File: config.mk
export PLATFORM = sky130hd
export DESIGN_NAME = ysyx_25010008_axi_arbiter
export DESIGN_NICKNAME = d
export VERILOG_FILES = /design/src/rtl/ysyx_25010008_axi_arbiter.sv
export SDC_FILE = /design/constraint.sdc
export NUM_CORES = 1
export LEC_CHECK = 0
export BUFFER_PORTS_ARGS = -buffer_cell sky130_fd_sc_hd__buf_4
export CORE_AREA = 4 4 138 140
export CTS_CLUSTER_DIAMETER = 150
export DETAILED_ROUTE_END_ITERATION = 8
export DIE_AREA = 0 0 142 144
export GPL_TIMING_DRIVEN = 0
export PLACE_DENSITY = 0.46
export SLEW_MARGIN = 20
export SYNTH_ARGS = -nofsm -noshare
export SYNTH_HDL_FRONTEND = slang
export SYNTH_SLANG_ARGS = --single-unit
File: constraint.sdc
create_clock -name clock -period 5 [get_ports clock]
set_clock_uncertainty 0.05 [all_clocks]
set_input_delay 1.25 -clock clock [delete_from_list [all_inputs] [get_ports clock]]
set_output_delay 1.25 -clock clock [all_outputs]
set_load 0.1 [all_outputs]
File: src/rtl/ysyx_25010008_axi_arbiter.sv
// ---------------------------------------------------------------------------
// ysyx_25010008_axi_arbiter
//
// Two-master to one-slave AXI4-Lite arbiter. The IFU (read-only) and the LSU
// (read + write) share one outbound port towards the Xbar/memory. Only one
// transaction is outstanding at a time: an IDLE-state decision registers a
// grant, the granted master's channels are then passed through
// combinationally, and the grant is held until that transaction's final
// response handshake (r for reads, b for writes).
//
// Ports
//   clock, reset        system clock; synchronous active-high reset
//   ifu_ar*, ifu_r*     IFU read address / read data channels (slave side)
//   lsu_ar*, lsu_r*     LSU read address / read data channels (slave side)
//   lsu_aw*, lsu_w*,
//   lsu_b*              LSU write address / data / response (slave side)
//   out_*               outbound AXI4-Lite master port (all five channels)
//
// Configuration macro
//   ARB_ROUND_ROBIN_EN  when defined, a 1-bit last-grant register breaks
//                       IFU/LSU ties in favour of the master not granted
//                       last; when undefined, fixed priority LSU > IFU.
//                       LSU read still beats LSU write in both builds.
// ---------------------------------------------------------------------------
module ysyx_25010008_axi_arbiter #(
  parameter int ADDR_W = 32,
  parameter int DATA_W = 32
) (
  input  logic                  clock,
  input  logic                  reset,
  // IFU read channels
  input  logic [ADDR_W-1:0]     ifu_araddr,
  input  logic                  ifu_arvalid,
  output logic                  ifu_arready,
  output logic [DATA_W-1:0]     ifu_rdata,
  output logic [1:0]            ifu_rresp,
  output logic                  ifu_rvalid,
  input  logic                  ifu_rready,
  // LSU read channels
  input  logic [ADDR_W-1:0]     lsu_araddr,
  input  logic                  lsu_arvalid,
  output logic                  lsu_arready,
  output logic [DATA_W-1:0]     lsu_rdata,
  output logic [1:0]            lsu_rresp,
  output logic                  lsu_rvalid,
  input  logic                  lsu_rready,
  // LSU write channels
  input  logic [ADDR_W-1:0]     lsu_awaddr,
  input  logic                  lsu_awvalid,
  output logic                  lsu_awready,
  input  logic [DATA_W-1:0]     lsu_wdata,
  input  logic [DATA_W/8-1:0]   lsu_wstrb,
  input  logic                  lsu_wvalid,
  output logic                  lsu_wready,
  output logic [1:0]            lsu_bresp,
  output logic                  lsu_bvalid,
  input  logic                  lsu_bready,
  // Outbound master port
  output logic [ADDR_W-1:0]     out_araddr,
  output logic                  out_arvalid,
  input  logic                  out_arready,
  input  logic [DATA_W-1:0]     out_rdata,
  input  logic [1:0]            out_rresp,
  input  logic                  out_rvalid,
  output logic                  out_rready,
  output logic [ADDR_W-1:0]     out_awaddr,
  output logic                  out_awvalid,
  input  logic                  out_awready,
  output logic [DATA_W-1:0]     out_wdata,
  output logic [DATA_W/8-1:0]   out_wstrb,
  output logic                  out_wvalid,
  input  logic                  out_wready,
  input  logic [1:0]            out_bresp,
  input  logic                  out_bvalid,
  output logic                  out_bready
);

  typedef enum logic [1:0] {
    IDLE   = 2'd0,
    IFU_RD = 2'd1,
    LSU_RD = 2'd2,
    LSU_WR = 2'd3
  } state_t;

  state_t state;
  logic   lsu_req;
  logic   lsu_wins;

  assign lsu_req = lsu_arvalid || lsu_awvalid;

`ifdef ARB_ROUND_ROBIN_EN
  // 1 = the LSU held the most recent grant. On an IFU/LSU tie the other
  // master wins, so neither can starve the other.
  logic last_lsu;
  assign lsu_wins = lsu_req && (!ifu_arvalid || !last_lsu);
`else
  assign lsu_wins = lsu_req;
`endif

  // Grant FSM. The decision is registered, so pass-through begins the cycle
  // after a request is first seen, and every release is followed by at least
  // one IDLE cycle before the next grant.
  // NOTE: sequential state uses non-blocking assignments so every register
  // samples the pre-edge values and the update order inside the block is
  // irrelevant.
  always_ff @(posedge clock) begin
    if (reset) begin
      state <= IDLE;
`ifdef ARB_ROUND_ROBIN_EN
      last_lsu <= 1'b0;
`endif
    end else begin
      unique case (state)
        IDLE: begin
          if (lsu_wins) begin
            // A simultaneous LSU read and write: the read goes first, the
            // write stays pending and is picked up by a later decision.
            state <= lsu_arvalid ? LSU_RD : LSU_WR;
`ifdef ARB_ROUND_ROBIN_EN
            last_lsu <= 1'b1;
`endif
          end else if (ifu_arvalid) begin
            state <= IFU_RD;
`ifdef ARB_ROUND_ROBIN_EN
            last_lsu <= 1'b0;
`endif
          end
        end
        IFU_RD, LSU_RD: if (out_rvalid && out_rready) state <= IDLE;
        LSU_WR:         if (out_bvalid && out_bready) state <= IDLE;
        default:        state <= IDLE;
      endcase
    end
  end

  // Channel routing. Everything not owned by the current grant is held at 0,
  // which also keeps any response offered in IDLE un-accepted.
  // NOTE: every output gets a default before the case so no path leaves a
  // signal unassigned, which would otherwise infer a latch.
  always_comb begin
    ifu_arready = 1'b0;
    ifu_rdata   = '0;
    ifu_rresp   = '0;
    ifu_rvalid  = 1'b0;
    lsu_arready = 1'b0;
    lsu_rdata   = '0;
    lsu_rresp   = '0;
    lsu_rvalid  = 1'b0;
    lsu_awready = 1'b0;
    lsu_wready  = 1'b0;
    lsu_bresp   = '0;
    lsu_bvalid  = 1'b0;
    out_araddr  = '0;
    out_arvalid = 1'b0;
    out_rready  = 1'b0;
    out_awaddr  = '0;
    out_awvalid = 1'b0;
    out_wdata   = '0;
    out_wstrb   = '0;
    out_wvalid  = 1'b0;
    out_bready  = 1'b0;

    unique case (state)
      IFU_RD: begin
        out_araddr  = ifu_araddr;
        out_arvalid = ifu_arvalid;
        ifu_arready = out_arready;
        ifu_rdata   = out_rdata;
        ifu_rresp   = out_rresp;
        ifu_rvalid  = out_rvalid;
        out_rready  = ifu_rready;
      end
      LSU_RD: begin
        out_araddr  = lsu_araddr;
        out_arvalid = lsu_arvalid;
        lsu_arready = out_arready;
        lsu_rdata   = out_rdata;
        lsu_rresp   = out_rresp;
        lsu_rvalid  = out_rvalid;
        out_rready  = lsu_rready;
      end
      LSU_WR: begin
        // aw and w are forwarded independently; the LSU sequences them.
        out_awaddr  = lsu_awaddr;
        out_awvalid = lsu_awvalid;
        lsu_awready = out_awready;
        out_wdata   = lsu_wdata;
        out_wstrb   = lsu_wstrb;
        out_wvalid  = lsu_wvalid;
        lsu_wready  = out_wready;
        lsu_bresp   = out_bresp;
        lsu_bvalid  = out_bvalid;
        out_bready  = lsu_bready;
      end
      default: ;
    endcase
  end

endmodule

Word level (Yosys, flattened, before mapping)
Cells that the tools add are included.
{"block": "totals", "latchBits": 0, "wordCells": 40, "regBits": 2, "ram_bits": 0, "memories": 0, "input_bits": 182, "romBits": 0}
{"block": "classes", "div": 0, "n_shift": 0, "muxes": 27, "n_mul": 0, "bitwise_logic": 0, "order_cmp": 0, "n_addsub": 0, "eq_ne": 6, "reduce_logical": 6}
{"op": "2-to-1 mux 32 bit", "count": 4}
{"op": "case mux 32 bit (2 select lines)", "count": 1}
{"op": "2-to-1 mux 2 bit", "count": 7}
{"op": "2-to-1 mux 1 bit", "count": 11}
{"op": "case mux 2 bit (3 select lines)", "count": 1}
{"op": "== test 2 bit (second input constant)", "count": 2}
{"op": "2-to-1 mux 4 bit", "count": 1}
{"op": "inequality test 2 bit (second input constant)", "count": 2}
{"op": "case mux 1 bit (2 select lines)", "count": 2}
{"op": "inequality test 3 bit (second input constant)", "count": 1}
{"op": "AND reduction 3 bit", "count": 1}
{"op": "== test 2 x 1 -> 1 bit (second input constant)", "count": 1}
{"op": "logical AND 1 bit", "count": 2}
{"op": "zero test 2 bit", "count": 1}
{"op": "OR reduction 2 bit", "count": 1}
{"op": "logical OR 1 bit", "count": 1}

Longest topological paths before layout
Gate-level depths: netlist (run 1).
{"block": "depth", "word_depth": 5, "ltp_mapped": 7}

Least setup slack after synthesis (run 1)
No wires, ideal clock.
{"block": "synth_path", "path_kind": "input to output", "from": "in lsu_rready", "to": "out out_rready", "required_ns": 3.700, "slack_ns": 1.029, "stages": 2, "arrival_ns": 2.671, "path_buffers": 0, "cell_sequence": "a22oi_2 -> nor2b_1"}
{"block": "synth_via", "elab_chain_cells": 1}
{"item": "start, declared", "line_no": "46", "source": "input logic lsu_rready,"}
{"item": "case mux 1 bit (2 select lines)", "line_no": "163", "source": "unique case (state)"}
{"item": "end, declared", "line_no": "65", "source": "output logic out_rready,"}
Every way passes these cells.

Worst setup path after layout (run 1)
{"block": "layout_path", "from": "reg state[0]", "to": "out out_rready"}
{"block": "layout_via", "elab_chain_cells": 2, "word_cells_on_any_way": 3, "cone_classes": "2 x eq/ne; 1 x mux"}
{"item": "start, declared", "line_no": "85", "source": "state_t state;"}
{"item": "start signal, assigned", "line_no": "118", "source": "state <= lsu_arvalid ? LSU_RD : LSU_WR;"}
{"item": "== test 2 bit / == test 2 x 1 -> 1 bit (equally long branches)", "line_no": "163"}
{"item": "case mux 1 bit (2 select lines) (*)", "line_no": "163"}
Mark *: on every way between the ends. The rest lies on a longest branch, timed or not.

==> results of run 1 <==
[path summary, 6_finish.rpt]
path | start | end | slack, ns | cells past startpoint
worst max-delay path | state[0]$_SDFFE_PP0P_ | out_rready | 1.28 | 5
worst min-delay path | state[0]$_SDFFE_PP0P_ | state[0]$_SDFFE_PP0P_ | 0.48 | 2
worst max register to register | state[0]$_SDFFE_PP0P_ | state[1]$_SDFFE_PP0P_ | 3.38 | 7
worst min register to register | state[0]$_SDFFE_PP0P_ | state[0]$_SDFFE_PP0P_ | 0.48 | 2
[stage by stage]
| stage | power (uW) | instance area (um^2) | instances |
|---|---|---|---|
| 4_1_cts | 2850 | 4810 | 859 |
| 5_1_grt | 2930 | 4810 | 859 |
| 2_1_floorplan | 2060 | 1730 | 264 |
| 3_5_place_dp | 2720 | 4740 | 856 |
| 6_report | 2810 | 4810 | 859 |
| 3_3_place_gp | 2730 | 4740 | 856 |
[worst register-to-register path: cells and delay by family (launching register included)]
family	cells	cell delay, ns
flops	1	0.37
mux	1	0.18
buf+inv	2	0.26
compound gates	2	0.36
simple gates	1	0.13
fa+ha+maj	1	0.20
[cell families (layout without fill, tap and decap cells)]
group / Yosys count / count (layout) / share of synthesized area (%)
AO/OA/AOI/OAI: 37 / 37 / 16.4
buffers and inverters: 30 / 396 / 8.47
flip-flops: 2 / 2 / 2.32
AND/OR/NAND/NOR: 189 / 189 / 68.8
multiplexers: 2 / 2 / 1.16
adder cells (fa/ha/maj): 4 / 4 / 2.90
[power by group]
part	leakage [uW]	switching, uW	total, uW	internal [uW]
combinational	0.00254	2050	2660	611
sequential	0.0000165	7.19	29.8	22.6
clock	0.0000370	17.2	119	102
total	0.00259	2070	2810	735
[layer usage]
layer  vias up  global-route usage, %  wire length [um]
met5         -                      0                 0
met1      1394                   13.0              4980
met3         6                   3.94              1530
met4         0                   1.52               112
met2       220                   21.8              7010
li1       1575                      -                 -
[cell usage in the layout, fill, tap and decap left out, drive strengths merged]
cell type	count
clkbuf	20
and2	148
nor4b	1
buf	373
o21ai	2
nor2b	35
ha	4
inv	3
a22oi	34
mux2i	2
nand2	2
a21oi	1
dfxtp	2
nand2b	3
[cell type report]
type                            count  share of cell area (%)
Tap cell                          229                    5.95
Inverter                            3                   0.234
Buffer                             27                    2.81
Clock buffer                        3                    1.56
Timing Repair Buffer              363                    56.6
Multi-Input combinational cell    232                    32.0
Sequential cell                     2                   0.832
==> metrics.csv, run 1 <==
stage,metric,value,unit
setup_path,CP peak stage delay,0.57,ns
cells_and_area,Biggest register,state,
cells_and_area,Final Util,27.0,%
flow_run,max-capacitance violation count,0,
floorplan,Die Height,144,um
grt,largest net degree at the start of global routing,11,
cells_and_area,top flop regs,state (2),
synthesis,post-synthesis cell area,0.00173,mm^2
grt,antenna violations before repair,0,
setup_path,Crit path max-delay family,buffers and inverters,
synthesis,sequential area share after synthesis,2.32,%
setup_path,critical path arrival,2.42,ns
synthesis,Synth Instances,264,
place,Setup WS pre-CTS,1.31,ns
routing,DRT iter0 DRCs,70,
clocking,CTS tree,done,
sta,setup TNS,0,ns
synthesis,most common cell in the netlist,and2_1,
cells_and_area,Post-layout nets,818,
grt,GRT Total Usage,11.6,%
floorplan,starting density of the core,9.69,%
sta,Slew HR,55.8,%
cells_and_area,Fillers,2041,
clocking,clk sinks,2,
cells_and_area,area of the multi-input gates,0.00154,mm^2
floorplan,num rows,49,
routing,DRC errors left,0,
sta,Max Slew Vio Count,0,
synthesis,cell taking the most area after synthesis,and2_1,
sta,hold slack,0.478,ns
synthesis,"FF+latch count, synth",2,
setup_path,"slowest stage cell, crit path",clkbuf_1,
setup_path,crit-path max FO,10,
routing,first-pass detailed-route iteration total,4,
power,Max VDD drop,0.000268,V
floorplan,DIE WIDTH,142,um
clocking,cts repair resizes,0,
grt,GRT overflow,0,
setup_path,startpoint types,register,
setup_path,Setup CP Type,reg -> out,
setup_path,critical path capture point type,output pin,
synthesis,Post-Syn Nets,450,
clocking,clock root cell,clkbuf_16,
synthesis,post-synth top area share,53.6,%
cells_and_area,share of cells above drive strength 1,61.4,%
synthesis,ranking of synthesized cells by area,"and2_1 54%, a22oi_1 14%, nor2b_1 13%",
synthesis,Commonest cells post-synth,"148 x and2_1, 35 x nor2b_1, 33 x a22oi_1",
synthesis,Yosys warnings,0,
clocking,Post-CTS Setup Bufs,0,
synthesis,Synth Flop Type,dfxtp_1,
cells_and_area,area growth from synthesis to layout,179,%
routing,vias per cell,3.72,
setup_path,WP buf/inv,3,
status,status,"finished, final reports clean",
sta,# setup viols final,0,
sta,Worst-Margin Slew,0.663,ns
synthesis,asr flop ratio synth,0,%
routing,WL final,13600,um
grt,number of global-route vias before repair,3206,
cells_and_area,n_diodes,0,
sta,final cycle utilization of the critical path,74.3,%
clocking,htree depth,1,
synthesis,Cell variety after synth,20,
power,Static Leak,0.00259,uW
grt,global-route wire length before repair,18500,um
sta,fmax,269,MHz
hold_path,HP Class,reg -> reg,
clocking,clock slew at reported path FFs,0.03,ns
clocking,CTS Hold Buffers Added,0,
sta,RSZ-0062 raised after global routing,no,
clocking,clock latency on the worst-skew pair,0.22,ns
cells_and_area,Largest register FFs,2,
clocking,maximum clock path buffer count,2,
floorplan,Placeable Area,0.0178,mm^2
floorplan,# IOs,364,
routing,via total after detailed routing,3195,
sta,final hold violation count,0,
setup_path,worst path required time,3.70,ns
place,IO Port Bufs,363,
synthesis,mean post-synth cell area,6.55,um^2
place,HPWL after DPL,12100,um
synthesis,Post-synth EDFFs,0,
cells_and_area,Reg area,40.0,um^2
routing,wire per inst,15.9,um
place,RD Place Congestion,0.814,
floorplan,die area,0.0204,mm^2
setup_path,CP cell instances,inv_1 -> ha_1 -> clkbuf_1 -> nor2b_1 -> buf_4,
power,PD cells,583,mW/mm^2
routing,post-route ant nets,0,
sta,fin crit period,3.72,ns
clocking,CTS Buf Count,3,
sta,final setup margin,1.28,ns
(Power assumes the default switching activity.)
==> run 2: changes to the inputs <==
CORE_AREA = 4 4 140 142   (was 4 4 138 140)
DIE_AREA = 0 0 144 146   (was 0 0 142 144)
PLACE_DENSITY = 0.47   (was 0.46)
clock period = 3.09 ns   (was 5 ns; I/O delays follow)
==> run 2 against run 1 <==
  * Combinational power grew 63%
  * Largest cell class unchanged
  * Cell count grew 0.58%
  * Highest routed layer unchanged
  * Count of clock-buffer cells in the layout is the same
  * Critical endpoint is now out_araddr[2]
  * Worst setup slack lost 1.1 ns
  * Flip-flop and latch count is the same
==> metrics.csv, run 2 (same netlist as run 1, synthesis figures left out) <==
stage,metric,value,unit,change
cells_and_area,Biggest register,state,,unchanged
clocking,Post-CTS Setup Bufs,0,,unchanged
clocking,CTS tree,done,,unchanged
cells_and_area,"commonest non-fill, non-tap cell in the layout",buf_4,,unchanged
grt,number of global-route vias before repair,3199,,"was 3,206"
status,status,"finished, final reports clean",,unchanged
setup_path,critical path capture point type,output pin,,unchanged
setup_path,"slowest stage cell, crit path",ha_1,,was clkbuf_1
sta,final setup margin,0.207,ns,was 1.28 ns
sta,fin crit period,2.88,ns,
setup_path,CP cell instances,inv_1 -> ha_1 -> clkbuf_2 -> nor2b_2 -> buf_4,,was inv_1 -> ha_1 -> clkbuf_1 -> nor2b_1 -> buf_4
place,HPWL after DPL,11300,um,"was 12,100 um"
power,Sw Share,72.9,%,was 73.8%
grt,global-route wire length before repair,17700,um,"was 18,500 um"
setup_path,WP buf/inv,3,,unchanged
floorplan,# IOs,364,,unchanged
cells_and_area,Post-layout nets,818,,unchanged
clocking,maximum clock path buffer count,2,,unchanged
power,Internal,1240,uW,was 735 uW
place,Post-Place Cells,861,,was 856
setup_path,Reg2Reg Depth,7,,unchanged
routing,post-route ant nets,0,,unchanged
hold_path,worst hold stages,2,,unchanged
clocking,clk sinks,2,,unchanged
floorplan,Placeable Area,0.0185,mm^2,was 0.0178 mm^2
power,Static Leak,0.00261,uW,was 0.00259 uW
setup_path,worst path required time,2.27,ns,was 3.70 ns
cells_and_area,n_diodes,0,,unchanged
hold_path,hold_sp,state[1]$_SDFFE_PP0P_,,was state[0]$_SDFFE_PP0P_
routing,DRT iter0 DRCs,76,,was 70
setup_path,Setup CP Type,reg -> out,,unchanged
cells_and_area,area of the multi-input gates,0.00162,mm^2,was 0.00154 mm^2
grt,GRT Total Usage,10.9,%,was 11.6%
routing,via total after detailed routing,3090,,"was 3,195"
place,IO Port Bufs,363,,unchanged
setup_path,Reg2Reg Launch Point,state[0]$_SDFFE_PP0P_,,unchanged
place,Setup WS pre-CTS,0.138,ns,was 1.31 ns
power,Flop pwr share,1.0,%,was 1.1%
power,Max VDD drop,0.000254,V,was 0.000268 V
grt,GRT overflow,0,,unchanged
clocking,clock root cell,clkbuf_16,,unchanged
clocking,clock slew at reported path FFs,0.03,ns,about the same
power,Gate power share,94.7,%,about the same
cells_and_area,top flop regs,state (2),,unchanged
floorplan,die area,0.0210,mm^2,was 0.0204 mm^2
floorplan,Die Height,146,um,was 144 um
cells_and_area,area growth from synthesis to layout,183,%,was 179%
routing,vias per cell,3.58,,was 3.72
setup_path,FF-to-FF End,state[0]$_SDFFE_PP0P_,,was state[1]$_SDFFE_PP0P_
hold_path,HP Class,reg -> reg,,unchanged
sta,setup TNS,0,ns,unchanged
routing,WL final,12700,um,"was 13,600 um"
setup_path,startpoint types,register,,unchanged
flow_run,max-capacitance violation count,0,,unchanged
sta,Slew HR,73.7,%,was 55.8%
power,Clock Power Share,4.3,%,was 4.2%
power,NetSw,3340,uW,was 2070 uW
setup_path,"reg-to-reg slack, setup",1.48,ns,was 3.38 ns
sta,RSZ-0062 raised after global routing,no,,unchanged
cells_and_area,Post-Layout Cell Count,864,,was 859
hold_path,Hold Path Sink,state[1]$_SDFFE_PP0P_,,was state[0]$_SDFFE_PP0P_
cells_and_area,Fillers,2044,,"was 2,041"
clocking,CTS Buf Count,3,,unchanged
routing,wire per inst,14.7,um,was 15.9 um
cells_and_area,share of cells above drive strength 1,66.5,%,was 61.4%
cells_and_area,Largest register FFs,2,,unchanged
routing,DRC errors left,0,,unchanged
clocking,htree depth,1,,unchanged
floorplan,starting density of the core,9.36,%,was 9.69%
sta,fmax,347,MHz,
sta,final cycle utilization of the critical path,93.3,%,
power,PD cells,936,mW/mm^2,was 583 mW/mm^2
place,RD Place Congestion,0.750,,was 0.814
setup_path,Crit path depth,5,,unchanged
grt,antenna violations before repair,0,,unchanged
floorplan,num rows,50,,was 49
setup_path,critical path arrival,2.06,ns,was 2.42 ns
sta,final hold violation count,0,,unchanged
clocking,clock latency on the worst-skew pair,0.22,ns,about the same
cells_and_area,Reg area,40.0,um^2,unchanged
sta,Max Slew Vio Count,0,,unchanged
setup_path,CP peak stage delay,0.49,ns,was 0.57 ns
grt,largest net degree at the start of global routing,11,,unchanged
routing,first-pass detailed-route iteration total,4,,unchanged
clocking,CTS Hold Buffers Added,0,,unchanged
setup_path,Crit path max-delay family,buffers and inverters,,unchanged
setup_path,crit-path max FO,10,,unchanged
cells_and_area,most frequent cells in the layout,"366 x buf_4, 148 x and2_1, 33 x a22oi_1",,"was 366 x buf_4, 148 x and2_1, 35 x nor2b_1"
sta,# setup viols final,0,,unchanged
floorplan,DIE WIDTH,144,um,was 142 um
sta,Worst-Margin Slew,0.395,ns,was 0.663 ns
==> run 2: metal layers <==
| metal | vias up | GRT usage [%] | part of all wire [%] |
|---|---|---|---|
| li1 | 1572 | - | - |
| met1 | 1306 | 11.1 | 36 |
| met2 | 208 | 21.2 | 52 |
| met3 | 4 | 3.32 | 11 |
| met4 | 0 | 2.54 | 0.94 |
| met5 | - | 0 | 0 |
==> run 2: power groups by stage <==
stage / Clock, uW / Combinational [uW] / Sequential, uW
global route: 205 / 4520 / 49.4
finish: 196 / 4340 / 47.3
CTS: 201 / 4400 / 47.5
detailed placement: 0 / 4390 / 48.0
floorplan: 0 / 3370 / 45.1
global placement: 0 / 4400 / 48.0
==> run 2: worst max-delay path by stage <==
stage | from | endpoint | slack, ns
after global routing | state[0]$_SDFFE_PP0P_ | out_araddr[2] | 0.08
after floorplan | state[0]$_SDFFE_PP0P_ | out_araddr[16] | 0.05
after detailed placement | state[0]$_SDFFE_PP0P_ | out_araddr[2] | 0.14
final | state[0]$_SDFFE_PP0P_ | out_araddr[2] | 0.21
after CTS | state[0]$_SDFFE_PP0P_ | out_araddr[19] | 0.06
after global placement | state[0]$_SDFFE_PP0P_ | out_araddr[2] | 0.13
==> run 2: what timing repair did <==
action / 4_1_cts / 5_1_grt
gates resized for setup: 1 / 2
setup endpoints to repair: 10 / 10
gates cloned: 0 / 0
==> run 2: worst reg2reg max path: cells and delay by family, from the launching register on <==
family,cells,cell delay (ns)
buf+inv,2,0.25
fa+ha+maj,1,0.19
flops,1,0.37
compound gates,2,0.38
mux,1,0.18
simple gates,1,0.11
==> run 2: final cells by class <==
cell class / instances / area share [%]
timing repair buffer: 363 / 55.6
multi-input combinational: 232 / 33.0
tap: 234 / 5.98
buffer: 27 / 2.81
clock buffer: 3 / 1.53
sequential: 2 / 0.817
inverter: 3 / 0.230
==> run 2: per-stage QoR <==
step	area, um^2	hold WS (ns)	utilization [%]	power (uW)
2_1_floorplan	1800	0.434	-	3410
3_3_place_gp	4820	0.469	26.1	4450
3_5_place_dp	4820	0.466	26.1	4440
4_1_cts	4900	0.470	26.5	4650
5_1_grt	4900	0.501	26.5	4770
6_report	4900	0.470	26.5	4580
